===== src/rtl/fetch_queue_if.sv =====
// IMEM read port between the fetch queue and the instruction memory.
// The queue is the master: it raises req with addr and holds both until ack, which returns rdata.
interface fetch_queue_if;
   logic        req;
   logic [31:0] addr;
   logic        ack;
   logic [31:0] rdata;

   modport master (output req, addr, input ack, rdata);
   modport slave  (input req, addr, output ack, rdata);
endinterface


===== src/rtl/fetch_queue.sv =====
// Instruction prefetch queue. It owns the fetch PC, keeps at most one IMEM read outstanding,
// and buffers up to DEPTH {pc, instr} entries for the fetch/decode register.
module fetch_queue #(
   parameter int unsigned DEPTH     = 4,
   parameter logic [31:0] RESET_PC  = 32'h0000_0000,
   parameter logic [31:0] NOP_INSTR = 32'hE1A0_0000
) (
   input  logic               clk,
   input  logic               reset,
   fetch_queue_if.master      imem,
   input  logic               redirect,
   input  logic [31:0]        redirect_pc,
   input  logic               stall,
   output logic               instr_valid,
   output logic [31:0]        instr_out,
   output logic [31:0]        pc_out
);

   localparam int unsigned PTR_W = $clog2(DEPTH);
   localparam int unsigned CNT_W = $clog2(DEPTH + 1);

   typedef enum logic [1:0] {
      IDLE,
      REQ,
      DROP
   } state_t;

   state_t           state;
   state_t           state_nxt;

   logic [31:0]      pc_mem    [DEPTH];
   logic [31:0]      instr_mem [DEPTH];
   logic [PTR_W-1:0] head;
   logic [PTR_W-1:0] tail;
   logic [CNT_W-1:0] count;

   logic [31:0]      fetch_pc;
   logic [31:0]      stale_addr;
   logic             push;
   logic             pop;
   logic             has_room;

   // Head outputs depend on registered state only.
   assign instr_valid = (count != '0);
   assign instr_out   = instr_valid ? instr_mem[head] : NOP_INSTR;
   assign pc_out      = instr_valid ? pc_mem[head]    : 32'h0;

   assign pop      = instr_valid && !stall;
   // A pop this cycle frees a slot in time for the push of the request issued next cycle.
   assign has_room = (count != CNT_W'(DEPTH)) || pop;

   // A request in DROP is still owed to IMEM, so it keeps presenting the pre-redirect address.
   assign imem.req  = (state != IDLE);
   assign imem.addr = (state == DROP) ? stale_addr : fetch_pc;

   // NOTE: every signal written here gets a default first, so no path can infer a latch.
   always_comb begin
      state_nxt = state;
      push      = 1'b0;
      case (state)
         IDLE: begin
            if (has_room && !redirect) state_nxt = REQ;
         end
         REQ: begin
            if (imem.ack) begin
               state_nxt = IDLE;
               push      = !redirect;
            end else if (redirect) begin
               state_nxt = DROP;
            end
         end
         DROP: begin
            if (imem.ack) state_nxt = IDLE;
         end
         default: state_nxt = IDLE;
      endcase
   end

   // NOTE: state registers use non-blocking assignments so every flop samples pre-edge values.
   always_ff @(posedge clk) begin
      if (reset) begin
         state      <= IDLE;
         fetch_pc   <= RESET_PC;
         stale_addr <= RESET_PC;
         head       <= '0;
         tail       <= '0;
         count      <= '0;
      end else begin
         state <= state_nxt;

         if (redirect)  fetch_pc <= redirect_pc;
         else if (push) fetch_pc <= fetch_pc + 32'd4;

         if (state == REQ && redirect) stale_addr <= fetch_pc;

         // Redirect flushes and wins over any same-cycle push or pop.
         if (redirect) begin
            head  <= '0;
            tail  <= '0;
            count <= '0;
         end else begin
            if (push) tail <= tail + PTR_W'(1);
            if (pop)  head <= head + PTR_W'(1);
            if (push && !pop)      count <= count + CNT_W'(1);
            else if (!push && pop) count <= count - CNT_W'(1);
         end
      end
   end

   // NOTE: entry storage is not reset; count gates every read, so stale contents are never visible.
   always_ff @(posedge clk) begin
      if (push) begin
         pc_mem[tail]    <= fetch_pc;
         instr_mem[tail] <= imem.rdata;
      end
   end

endmodule


===== src/flat_wrapper.sv =====
// flat-port wrapper written by rule: the top's interface ports become plain ports
module fetch_queue_flat 
#(
   parameter int unsigned DEPTH     = 4,
   parameter logic [31:0] RESET_PC  = 32'h0000_0000,
   parameter logic [31:0] NOP_INSTR = 32'hE1A0_0000
)
  (clk, reset, redirect, redirect_pc, stall, instr_valid, instr_out, pc_out, imem_req, imem_addr, imem_ack, imem_rdata);
  fetch_queue_if imem_i ();
  input  logic clk;
  input  logic reset;
  input  logic redirect;
  input  logic [31:0] redirect_pc;
  input  logic stall;
  output logic instr_valid;
  output logic [31:0] instr_out;
  output logic [31:0] pc_out;
  output wire logic [$bits(imem_i.req)-1:0] imem_req;
  output wire logic [$bits(imem_i.addr)-1:0] imem_addr;
  input wire logic [$bits(imem_i.ack)-1:0] imem_ack;
  input wire logic [$bits(imem_i.rdata)-1:0] imem_rdata;
  assign imem_req = imem_i.req;
  assign imem_addr = imem_i.addr;
  assign imem_i.ack = imem_ack;
  assign imem_i.rdata = imem_rdata;
  fetch_queue #(.DEPTH(DEPTH), .RESET_PC(RESET_PC), .NOP_INSTR(NOP_INSTR)) u_core (.clk(clk), .reset(reset), .imem(imem_i), .redirect(redirect), .redirect_pc(redirect_pc), .stall(stall), .instr_valid(instr_valid), .instr_out(instr_out), .pc_out(pc_out));
endmodule

===== config.mk =====
export PLATFORM = sky130hd
export DESIGN_NAME = fetch_queue_flat
export DESIGN_NICKNAME = d
export VERILOG_FILES = /design/src/rtl/fetch_queue_if.sv /design/src/rtl/fetch_queue.sv /design/src/flat_wrapper.sv
export SDC_FILE = /design/constraint.sdc
export NUM_CORES = 1
export LEC_CHECK = 0
export ABC_AREA = 1
export BUFFER_PORTS_ARGS = -buffer_cell sky130_fd_sc_hd__buf_2
export CAP_MARGIN = 20
export CELL_PAD_IN_SITES_DETAIL_PLACEMENT = 0
export CELL_PAD_IN_SITES_GLOBAL_PLACEMENT = 1
export CORE_ASPECT_RATIO = 1.25
export CORE_MARGIN = 4
export CORE_UTILIZATION = 41
export DETAILED_ROUTE_END_ITERATION = 7
export MAX_ROUTING_LAYER = met4
export PLACE_DENSITY_LB_ADDON = 0.05
export RECOVER_POWER = 50
export SYNTH_ARGS = -nofsm -noshare
export SYNTH_HDL_FRONTEND = slang
export SYNTH_SLANG_ARGS = --single-unit

===== constraint.sdc =====
create_clock -name clk -period 4.28 [get_ports clk]
set_input_delay 0.428 -clock clk [delete_from_list [all_inputs] [get_ports clk]]
set_output_delay 0.428 -clock clk [all_outputs]
set_load 0.1 [all_outputs]

# Word-level counts from Yosys, hierarchy flattened
# Memories as Yosys holds them, arrays and structs flattened. A register that Yosys moved wholly into a read port is not among the register bits.
# Cells that the tools add are included.
# word_totals
ramBits	256
ff_bits	73
input_bits	69
mem_count	2
elab_cells	56
# memory_table
name	depth	word_bits	rd	rd_ports_with_merged_regs	wr	line_no	source
u_core.instr_mem	4	32	1	1	1	fetch_queue.sv:32	logic [31:0] instr_mem [DEPTH];
u_core.pc_mem	4	32	1	1	1	fetch_queue.sv:31	logic [31:0] pc_mem [DEPTH];
# op_classes
eq_ne	6
addsub	5
n_mux	20
reduce_logical	17
# op_table
op	n
32-bit 2-to-1 mux	5
32-bit by 3-bit adder with 32-bit output, second input constant	1
2-bit 2-to-1 mux	8
3-bit 2-to-1 mux	2
3-bit != test, second input constant	2
2-bit case mux with 3 select lines	1
2-bit nonzero test	3
1-bit logical AND	5
2-bit by 1-bit adder with 2-bit output, second input constant	2
1-bit zero test	4
1-bit 2-to-1 mux	4
3-bit by 1-bit adder with 3-bit output, second input constant	1
3-bit AND reduction	1
3-bit nonzero test	1
3-bit by 1-bit subtractor with 3-bit output, second input constant	1
2-bit by 1-bit equality test with 1-bit output, second input constant	1
2-bit equality test, second input constant	1
2-bit zero test	1
2-bit by 1-bit != test with 1-bit output, second input constant	1
2-bit != test, second input constant	1
2-bit OR reduction	1
1-bit logical OR	1

# Logic depth before layout (Yosys ltp)
# Gate-level depths: netlist of run 1.
# depth
word_depth	7
ltp_mapped	13

# Least setup slack after synthesis of run 1
# OpenSTA, ideal clock, no wires.
# synth_path
path_type	register to output
startpoint	register with a tool-made name
endpoint	output instr_out[23]
stages_incl_launch_ff	6
t_arrival_ns	4.291
slack_ns	-0.439
path_buffers	2
path_cell_list	dfxtp_1 -> inv_2 -> buf_2 -> clkbuf_1 -> nor2_1 -> o311ai_0
# synth_rtl
item	line_no	source
end, declared	flat_wrapper.sv:16	output logic [31:0] instr_out;

==> results of run 1 <==
cells in the mapped netlist (3+ instances only):
cell type,number,area share [%]
sky130_fd_sc_hd__inv_1,84,2.3
sky130_fd_sc_hd__a22oi_1,3,0.16
sky130_fd_sc_hd__inv_2,6,0.16
sky130_fd_sc_hd__nand2_2,4,0.18
sky130_fd_sc_hd__nand4_1,6,0.27
sky130_fd_sc_hd__xor2_1,6,0.38
sky130_fd_sc_hd__a31oi_1,5,0.22
sky130_fd_sc_hd__nor3_1,4,0.14
sky130_fd_sc_hd__clkbuf_1,43,1.2
sky130_fd_sc_hd__o21ai_1,4,0.14
sky130_fd_sc_hd__nand2_1,145,3.9
sky130_fd_sc_hd__ha_1,6,0.54
sky130_fd_sc_hd__dfxtp_1,75,11
sky130_fd_sc_hd__edfxtp_1,256,55
sky130_fd_sc_hd__nor2_2,6,0.27
sky130_fd_sc_hd__nand3_1,29,1.0
sky130_fd_sc_hd__buf_1,9,0.24
sky130_fd_sc_hd__nor2_1,307,8.3
sky130_fd_sc_hd__a21oi_1,124,4.5
sky130_fd_sc_hd__buf_2,23,0.83
sky130_fd_sc_hd__o311ai_0,6,0.38
sky130_fd_sc_hd__o21ai_0,209,7.5
sky130_fd_sc_hd__nor2_4,5,0.40
worst max-delay path: stages, from the launching register on:
cell and delay, ns:
sky130_fd_sc_hd__dfxtp_4 0.55, sky130_fd_sc_hd__buf_4 0.87, sky130_fd_sc_hd__nor2_1 0.11, sky130_fd_sc_hd__nor2_1 0.11, sky130_fd_sc_hd__o21ai_0 0.10, sky130_fd_sc_hd__a21oi_1 0.33, sky130_fd_sc_hd__buf_2 0.49
layout make-up:
type | instances | area (µm²)
flip-flops and latches | 331 | 9190
clock inverters | 19 | 229
repair buffers | 182 | 905
fillers | 3175 | 17300
multi-input cells | 882 | 4070
clock buffers | 41 | 898
well taps | 423 | 529
inverters | 90 | 339
cells by family (layout without fill, tap and decap cells):
group | count (synthesis) | in the layout | share of synthesized area, %
fa+ha+maj | 7 | 7 | 0.684
flops | 331 | 331 | 66.1
compound gates | 356 | 356 | 13.2
buf+inv | 167 | 332 | 4.75
xor+xnor | 8 | 8 | 0.504
simple gates | 511 | 511 | 14.8
power breakdown:
group	total [W]	internal, W	switching [W]
clock network	0.00299	0.00180	0.00119
logic	0.000760	0.000131	0.000629
registers	0.00359	0.00352	0.0000762
worst min-delay path by stage:
stage	end	slack [ns]
6_report	u_core.fetch_pc[1]$_SDFFE_PP0P_	0.16
3_5_place_dp	u_core.stale_addr[28]$_SDFFE_PP0P_	0.44
3_3_place_gp	u_core.stale_addr[22]$_SDFFE_PP0P_	0.43
2_1_floorplan	u_core.stale_addr[0]$_SDFFE_PP0P_	0.42
5_1_grt	u_core.instr_mem[0][25]$_DFFE_PP_	0.17
4_1_cts	u_core.instr_mem[2][25]$_DFFE_PP_	0.10
per-stage QoR:
step / instance area [µm²] / instances / hold slack [ns] / setup slack, ns
6_report: 16200 / 1968 / 0.162 / 0.708
5_1_grt: 16200 / 1968 / 0.169 / 0.380
4_1_cts: 16300 / 1967 / 0.103 / 0.622
3_5_place_dp: 15200 / 1907 / 0.440 / 1.18
3_3_place_gp: 15200 / 1907 / 0.434 / 1.24
2_1_floorplan: 13900 / 1380 / 0.425 / 0.150
routing by layer:
| metal | wire (µm) | vias up |
|---|---|---|
| met5 | 0 | - |
| met1 | 15300 | 4693 |
| met4 | 848 | 0 |
| li1 | - | 5002 |
| met2 | 17800 | 225 |
| met3 | 1490 | 59 |
flip-flops by register name, summed over array words and instances (netlist names), named ones only:
name / count
u_core.state: 2
u_core.count: 3
u_core.instr_mem: 128
u_core.head: 2
u_core.stale_addr: 32
u_core.pc_mem: 128
u_core.fetch_pc: 32
u_core.tail: 2
==> parameters.txt, run 1 <==
Parameter                              Value

Global routing
  GRT Residual Overflow ... 0
  All-Layer GR Usage ... 19.3%
  Met2 Track Usage GR ... between 30% and 40%
  Layer carrying the most global-route usage ... met2
  Met3 Use GR ... between 3 and 4%
  Met1 demand-to-capacity share in global routing ... around a quarter
  First-pass GRT wire length ... between 50000 and 60000 µm
  Initial antenna violation count ... 0
  Maximum number of pins on one net before global-route repair ... 101
  Vias in the first global route ... 9668

Place
  Count of port buffers added during placement ... 166
  Post-detail-place hpwl ... 21100 µm
  Final Wtd Congestion ... 0.831

Worst setup path
  Kind of start point of the critical path ... register
  Worst r2r src ... u_core.state[1]$_SDFFE_PP0P_
  Worst reg-to-reg setup slack ... 0.74 ns
  Number of cells on the worst reg-to-reg path ... 7
  Arrival time at the worst endpoint ... approximately 3.1 ns
  End of the worst register-to-register path ... u_core.pc_mem[3][13]$_DFFE_PP_
  Req. time, crit path ... 3.85 ns
  WS Path Type ... reg2out
  Capture point of the worst path ... pc_out[1]
  CP Capture Type ... output pin
  Crit-path max FO ... 100

STA
  TNS Setup ... 0 ns
  Count of pins over their slew limit ... 304
  Achievable clock frequency ... roughly 280 MHz
  Hold violation count in the final report ... 0
  Period utilization ... a little over four fifths
  Setup violations, final ... 0
  Layout Skew ... between 0.02 and 0.025 ns
  Post-layout min period ... 3.57 ns
  Slew at the pin closest to its max-slew limit ... 2.00 ns
  Headroom to the max-slew limit ... -33.3%
  Unrepaired setup endpoints after global routing ... no

Power
  Pwr per Cell Area ... about 450 nW/µm²
  Leakage dissipation ... about 5.9 nW
  Worst IR drop on VDD ... 368 µV
  Overall power of the completed layout ... roughly 0.0073 W

Clock tree
  Worst-path clk slew ... about 0.06 ns
  Clock tree from TritonCTS ... done
  Root cell of the clock tree ... sky130_fd_sc_hd__clkbuf_16
  H-tree lvl count ... 2
  Post-CTS Setup Inserts ... 0
  Latest clock arrival within the worst-skew pair ... roughly 0.52 ns
  Clock buffer count from CTS ... 34
  CTS hold repair buffers ... 0
  Clock buffer depth ... 3
  Number of gates given a new drive strength after cts ... 0
  Clk sink count ... around 330

Detailed routing
  1st-pass router iterations ... 5
  Detailed-route wire length ... 35400 µm
  Average wire length per cell after detail routing ... 18.0 µm
  Iteration-0 DRC Markers ... 640
  Residual DRC count ... 0
  Number of vias in the routed layout ... 9979
  Via-per-instance ratio ... 5.07
  Routed Antenna Nets ... 0

Finish
  Fraction of layout instances using a drive strength above 1 ... 14.2%
  Antenna fix cells ... 0
  Most common cell after layout, fill and taps aside ... sky130_fd_sc_hd__nor2_1
  Nets@finish ... 1597
  Leading cell types in the layout, fill and taps excluded ... sky130_fd_sc_hd__nor2_1 (308), sky130_fd_sc_hd__edfxtp_1 (256), sky130_fd_sc_hd__o21ai_0 (209)
  Synthesis-to-finish area growth ... 16.2%
  Final Core Density ... 48.2%

Run
  Reported max-cap violation count ... 5

Synthesis
  Share of the yosys chip area belonging to registers ... 66.1%
  Fraction of synthesis flops using an asynchronous set or reset pin ... 0%
  Cells after synthesis ... 1380
  Total nets after synthesis ... 1456
  Synth Register Bits ... 331
  Number of flops mapped to enable cells by yosys ... 256
  Post-synthesis cell type count ... 35
  Post-synthesis average cell area ... 10.1 µm²
  Warning count from the yosys run ... 0
  Top_reg_cell synth ... sky130_fd_sc_hd__edfxtp_1
  Mapped cell area ... ~14000 µm²

Hold path
  Min-Delay Startpoint ... redirect_pc[1]
  Number of instances on the worst hold path ... 3
  Worst min-delay path category ... in2reg

Run status
  Failing checks ... max-capacitance violations, max-slew violations
  Run status ... complete, but fails checks

Die
  Total core area ... 33500 µm²
  Initial Utilization ... 41.5%
  Die width ... 173 µm
  Chip Height ... ~210 µm
  Top-level I/O count ... about 170
  Rows ... 75
  Area of the die ... approximately 37000 µm²
Power figures use the tool's default switching activity.
==> inputs of run 2 (changes only) <==
CORE_UTILIZATION = 43   (was 41)
clock period = 3.6 ns   (was 4.28 ns; I/O delays follow)
==> run 2 against run 1 <==
The flow still finishes with violations (max-capacitance violations, max-slew violations). Sequential power grew 19%. Register-to-register slack worse by 0.28 ns. Routed wire length fell by 0.73%. Via count increased by 1.2%. Sequential cell count did not move. Critical endpoint is now pc_out[13].
==> parameters.txt, run 2 (synthesis gave the netlist of run 1 again) <==
Parameter                              Value

Detailed routing
  Average wire length per cell after detail routing ... 17.8 µm (-1.2%)
  Number of vias in the routed layout ... 10103 (+1.2%)
  Detailed-route wire length ... 35200 µm (-0.73%)
  Via-per-instance ratio ... 5.11 (+0.78%)
  Residual DRC count ... 0 (unchanged)
  1st-pass router iterations ... 5 (unchanged)
  Iteration-0 DRC Markers ... 685 (+7.0%)
  Routed Antenna Nets ... 0 (unchanged)

Die
  Initial Utilization ... 43.6% (+2.1 points)
  Die width ... 169 µm (-2.2%)
  Area of the die ... 35300 µm² (-4.5%)
  Total core area ... 31900 µm² (-4.8%)
  Chip Height ... 209 µm (-2.3%)
  Top-level I/O count ... 167 (unchanged)
  Rows ... 73 (-2.7%)

STA
  Setup violations, final ... 0 (unchanged)
  Achievable clock frequency ... approximately 320 MHz
  Period utilization ... 87.4%
  WHS ... 0.0675 ns (-0.0942 ns)
  Fin worst setup slack ... 0.454 ns (-0.254 ns)
  Post-layout min period ... 3.15 ns
  Headroom to the max-slew limit ... -9.37% (+24 points)
  Slew at the pin closest to its max-slew limit ... 1.63 ns (-0.365 ns)
  TNS Setup ... 0 ns (unchanged)
  Unrepaired setup endpoints after global routing ... no
  Count of pins over their slew limit ... 14 (-95%)
  Hold violation count in the final report ... 0 (unchanged)
  Layout Skew ... 0.0196 ns (-0.000611 ns)

Power
  Pwr per Cell Area ... 506 nW/µm² (+11%)
  Worst IR drop on VDD ... 295 µV (-20%)
  Leakage dissipation ... 5.87 nW (about the same)
  Fraction of power consumed by sequential logic ... 52.1% (+3.2 points)
  Internal power ... 0.00600 W (+10%)
  Sw power ... 0.00219 W (+15%)
  Fraction of power spent switching nets ... 26.7% (+0.91 points)
  Logic gate share of total power ... 11.3% (+1.0 points)
  Share of total power in the clock network ... 36.6% (-4.2 points)

Hold path
  Worst min-delay path category ... in2reg

Worst setup path
  Cell type of the slowest stage on the worst timing path ... sky130_fd_sc_hd__buf_4
  Peak per-stage delay on the critical path ... 0.68 ns (-0.19 ns)
  Critical path cell sequence ... buf_4, nor2_1, nor2_1, o21ai_0, a21oi_1, buf_2
  Worst reg-to-reg setup slack ... 0.46 ns (-0.28 ns)
  Arrival time at the worst endpoint ... 2.79 ns (-0.35 ns)
  CP Capture Type ... output pin
  Kind of start point of the critical path ... register
  Number of buffer and inverter instances along the worst setup path ... 2 (unchanged)
  Largest delay contributor family on the critical path ... buffers and inverters
  Cell mode on critical path ... sky130_fd_sc_hd__nor2_1
  Req. time, crit path ... 3.24 ns (-0.61 ns)
  WS Path Type ... reg2out
  Crit-path max FO ... 80 (-20%)

Clock tree
  Post-CTS Setup Inserts ... 0 (unchanged)
  H-tree lvl count ... 1 (-1)
  Clock tree from TritonCTS ... done
  Clock buffer count from CTS ... 31 (-8.8%)
  Clk sink count ... 331 (unchanged)
  CTS hold repair buffers ... 15 (+15)
  Worst-path clk slew ... 0.06 ns (about the same)
  Latest clock arrival within the worst-skew pair ... 0.57 ns (+0.05 ns)
  Number of gates given a new drive strength after cts ... 0 (unchanged)
  Root cell of the clock tree ... sky130_fd_sc_hd__clkbuf_16
  Clock buffer depth ... 3 (unchanged)

Global routing
  First-pass GRT wire length ... 55200 µm (+1.8%)
  Initial antenna violation count ... 0 (unchanged)
  Maximum number of pins on one net before global-route repair ... 81 (-20%)
  All-Layer GR Usage ... 20.2% (+0.83 points)
  GRT Residual Overflow ... 0 (unchanged)
  Vias in the first global route ... 9844 (+1.8%)

Finish
  Synthesis-to-finish area growth ... 16.4%
  Post-route cell area ... 16200 µm² (+0.12%)
  Nets@finish ... 1618 (+1.3%)
  Final Non-Filler Cells ... 1977 (+0.46%)
  Largest registers ranked by flip-flop count ... u_core.instr_mem x128, u_core.pc_mem x128
  Final-layout fill cell count ... 2984 (-6.0%)
  Most common cell after layout, fill and taps aside ... sky130_fd_sc_hd__nor2_1
  Fraction of layout instances using a drive strength above 1 ... 13.9% (-0.31 points)
  Leading cell types in the layout, fill and taps excluded ... sky130_fd_sc_hd__nor2_1 (306), sky130_fd_sc_hd__edfxtp_1 (256), sky130_fd_sc_hd__o21ai_0 (209)
  Antenna fix cells ... 0 (unchanged)

Run status
  Run status ... complete, but fails checks
  Failing checks ... max-capacitance violations, max-slew violations

Place
  Pre-CTS WS ... 1.01 ns (-0.163 ns)
  Count of port buffers added during placement ... 166 (unchanged)
  Post-detail-place hpwl ... 22200 µm (+5.5%)
  Cell area reported after detailed placement ... 15200 µm² (+0.32%)
  Post-placement cell count ... 1906 (-0.052%)
  Final Wtd Congestion ... 0.823 (-0.95%)

Run
  Reported max-cap violation count ... 1 (-4)
==> run 2: power by group through the flow <==
stage	Combinational [W]	Clock [W]	Sequential, W
finish	0.000925	0.00300	0.00427
global route	0.000988	0.00324	0.00427
CTS	0.000943	0.00309	0.00427
detailed placement	0.000928	0	0.00435
global placement	0.000924	0	0.00434
floorplan	0.000718	0	0.00431
==> run 2: metrics by stage <==
stage | utilization [%] | power [W]
5_1_grt | 50.8 | 0.00851
3_5_place_dp | 47.7 | 0.00528
6_report | 50.8 | 0.00819
4_1_cts | 51.0 | 0.00829
3_3_place_gp | 47.7 | 0.00527
2_1_floorplan | - | 0.00503
==> run 2: final timing paths <==
kind                                                          from                                 end  cells past startpoint
worst max-delay path                                      register                          pc_out[13]                      6
worst min-delay path                                 imem_rdata[2]    u_core.instr_mem[3][2]$_DFFE_PP_                      1
worst max register to register        u_core.state[1]$_SDFFE_PP0P_    u_core.instr_mem[0][0]$_DFFE_PP_                      7
worst min register to register  u_core.stale_addr[14]$_SDFFE_PP0P_  u_core.stale_addr[14]$_SDFFE_PP0P_                      2
==> run 2: final cells by class <==
type / instances / area [µm²] / area share [%]
clock buffers: 42 / 817 / 5.05
clock inverters: 14 / 95.1 / 0.588
inverters: 90 / 339 / 2.10
multi-input cells: 882 / 4070 / 25.2
flip-flops and latches: 331 / 9190 / 56.8
well taps: 412 / 515 / 3.19
repair buffers: 206 / 1150 / 7.10
==> run 2: per-layer routing <==
layer | vias up | global-route usage (%) | wire length [µm]
met5 | - | - | 0
met3 | 48 | 2.16 | 1450
met1 | 4793 | 26.6 | 15700
met2 | 228 | 33.8 | 17300
met4 | 0 | 4.84 | 745
li1 | 5034 | - | -
==> inputs of run 3 (changes only) <==
==> constraint.sdc (replaced) <==
create_clock -name clk -period 3.6 [get_ports clk]
set_input_delay 0.36 -clock clk [delete_from_list [all_inputs] [get_ports clk]]
set_output_delay 0.36 -clock clk [all_outputs]
set_load 0.01 [all_outputs]
==> run 3 against run 2 <==
The run still ends with max-capacitance violations, max-slew violations left. Routed wire length is 1.2% higher. Global-route usage is 0.19 points higher. Critical path depth grew 1. Core utilization increased by 0.15 points. Cell area increased by 0.30%. First-iteration DRC count grew 0.29%. Sequential power about the same. Power fell by 0.55%. Maximum frequency grew 5.0%. Register-to-register slack better by 0.14 ns. Worst setup slack improved by 0.15 ns.
==> parameters.txt, run 3 (synthesis gave the netlist of run 1 again) <==
Parameter                              Value

Worst setup path
  Cell type of the slowest stage on the worst timing path ... sky130_fd_sc_hd__nor2_2
  Kind of start point of the critical path ... register
  WS Path Type ... reg2reg
  Crit-path max FO ... 28 (-65%)
  Critical path cell sequence ... inv_1, nand2_1, nor2_1, nand2_2, clkbuf_1, nor2_2, buf_12
  Arrival time at the worst endpoint ... 3.20 ns (+0.41 ns)
  Worst reg-to-reg setup slack ... 0.60 ns (+0.14 ns)
  Req. time, crit path ... 3.81 ns (+0.57 ns)
  Peak per-stage delay on the critical path ... 0.85 ns (+0.17 ns)
  CP Capture Type ... register

Finish
  Final-layout fill cell count ... 2949 (-1.2%)
  Most common cell after layout, fill and taps aside ... sky130_fd_sc_hd__nor2_1
  Fraction of layout instances using a drive strength above 1 ... 14.4% (+0.55 points)
  Largest registers ranked by flip-flop count ... u_core.instr_mem x128, u_core.pc_mem x128
  Nets@finish ... 1605 (-0.80%)
  Synthesis-to-finish area growth ... 16.7%
  Antenna fix cells ... 0 (unchanged)
  Leading cell types in the layout, fill and taps excluded ... sky130_fd_sc_hd__nor2_1 (304), sky130_fd_sc_hd__edfxtp_1 (256), sky130_fd_sc_hd__o21ai_0 (209)

Place
  Pre-CTS WS ... 1.10 ns (+0.0850 ns)
  Post-detail-place hpwl ... 21300 µm (-4.1%)
  Count of port buffers added during placement ... 166 (unchanged)
  Final Wtd Congestion ... 0.822 (-0.13%)

Clock tree
  Clock tree from TritonCTS ... done
  Clk sink count ... 331 (unchanged)
  Latest clock arrival within the worst-skew pair ... 0.52 ns (-0.05 ns)
  H-tree lvl count ... 2 (+1)
  Worst-path clk slew ... 0.06 ns (about the same)
  Number of gates given a new drive strength after cts ... 0 (unchanged)
  Clock buffer depth ... 3 (unchanged)
  Post-CTS Setup Inserts ... 0 (unchanged)
  Root cell of the clock tree ... sky130_fd_sc_hd__clkbuf_16
  Clock buffer count from CTS ... 35 (+13%)
  CTS hold repair buffers ... 0 (-15)

Detailed routing
  Iteration-0 DRC Markers ... 687 (+0.29%)
  1st-pass router iterations ... 5 (unchanged)
  Via-per-instance ratio ... 5.09 (-0.45%)
  Number of vias in the routed layout ... 10002 (-1.0%)
  Residual DRC count ... 0 (unchanged)
  Routed Antenna Nets ... 0 (unchanged)
  Average wire length per cell after detail routing ... 18.1 µm (+1.7%)
  Detailed-route wire length ... 35600 µm (+1.2%)

STA
  Headroom to the max-slew limit ... -14.2% (-4.8 points)
  Period utilization ... 83.2% (-4.2 points)
  Hold violation count in the final report ... 0 (unchanged)
  TNS Setup ... 0 ns (unchanged)
  Achievable clock frequency ... 334 MHz (+5.0%)
  Count of pins over their slew limit ... 46 (+32)
  Slew at the pin closest to its max-slew limit ... 1.71 ns (+0.0778 ns)
  Fin worst setup slack ... 0.604 ns (+0.150 ns)
  Post-layout min period ... 3.00 ns (-0.150 ns)
  WHS ... 0.0869 ns (+0.0194 ns)
  Unrepaired setup endpoints after global routing ... no
  Layout Skew ... 0.0140 ns (-0.00554 ns)
  Setup violations, final ... 0 (unchanged)

Power
  Leakage dissipation ... 5.90 nW (+0.51%)
  Worst IR drop on VDD ... 283 µV (-4.1%)
  Pwr per Cell Area ... 502 nW/µm² (-0.85%)

Run status
  Run status ... complete, but fails checks
  Failing checks ... max-capacitance violations, max-slew violations

Die
  Initial Utilization ... 43.6% (unchanged)
  Die width ... 169 µm (unchanged)
  Chip Height ... 209 µm (unchanged)
  Area of the die ... 35300 µm² (unchanged)
  Top-level I/O count ... 167 (unchanged)
  Rows ... 73 (unchanged)
  Total core area ... 31900 µm² (unchanged)

Global routing
  Maximum number of pins on one net before global-route repair ... 73 (-9.9%)
  First-pass GRT wire length ... 54800 µm (-0.76%)
  Initial antenna violation count ... 0 (unchanged)
  All-Layer GR Usage ... 20.3% (+0.19 points)
  Vias in the first global route ... 9635 (-2.1%)
  GRT Residual Overflow ... 0 (unchanged)

Hold path
  Worst min-delay path category ... in2reg

Run
  Reported max-cap violation count ... 1 (unchanged)
==> run 3: cell count changes in the layout (fill, tap and decap cells not counted), moves of 6 or more <==
cell and delta:
sky130_fd_sc_hd__o311ai_0 +6, sky130_fd_sc_hd__o311ai_1 -6, sky130_fd_sc_hd__buf_4 -6, sky130_fd_sc_hd__dlygate4sd3_1 -15
sky130_fd_sc_hd__clkinv_2 +6, sky130_fd_sc_hd__clkbuf_16 +6
==> run 3: layout make-up <==
cell class / count / area [µm²] / share of cell area [%]
clock buffer: 48 / 987 / 6.08
clock inverter: 14 / 96.3 / 0.594
inverter: 90 / 339 / 2.09
multi-input combinational: 882 / 4060 / 25.0
sequential: 331 / 9190 / 56.7
tap: 412 / 515 / 3.18
timing repair buffer: 189 / 1030 / 6.37
==> run 3: final timing paths <==
kind,start,end,depth (start not counted)
max,u_core.state[1]$_SDFFE_PP0P_,u_core.instr_mem[3][26]$_DFFE_PP_,7
min,redirect_pc[1],u_core.fetch_pc[1]$_SDFFE_PP0P_,3
max reg2reg,u_core.state[1]$_SDFFE_PP0P_,u_core.instr_mem[3][26]$_DFFE_PP_,7
min reg2reg,u_core.stale_addr[20]$_SDFFE_PP0P_,u_core.stale_addr[20]$_SDFFE_PP0P_,2
==> run 3: metal layers <==
metal  vias to the layer above  routed length [µm]  track usage, %
li1                       5016                   -               -
met2                       238               17300            33.3
met3                        60                1700            3.07
met1                      4688               15600            26.4
met5                         -                   0               -
met4                         0                 913            6.13
==> run 3: where the power goes <==
group | internal, W | switching (W)
clock | 0.00199 | 0.00142
combinational | 0.000158 | 0.000305
sequential | 0.00418 | 0.0000876
total | 0.00633 | 0.00181
==> run 3: metrics by stage <==
stage / std cells / instance area, µm² / power, W / utilization [%]
4_1_cts: 1964 / 16300 / 0.00825 / 51.2
5_1_grt: 1966 / 16200 / 0.00845 / 50.9
6_report: 1966 / 16200 / 0.00814 / 50.9
2_1_floorplan: 1380 / 13900 / 0.00459 / -
3_5_place_dp: 1902 / 15200 / 0.00483 / 47.8
3_3_place_gp: 1902 / 15200 / 0.00482 / 47.8
==> run 3: worst max-delay path: cells and delay by family (launching register included) <==
kind / cells / cell delay [ns]
buffers and inverters: 3 / 0.84
and+or+nand+nor: 4 / 1.51
DFF: 1 / 0.31
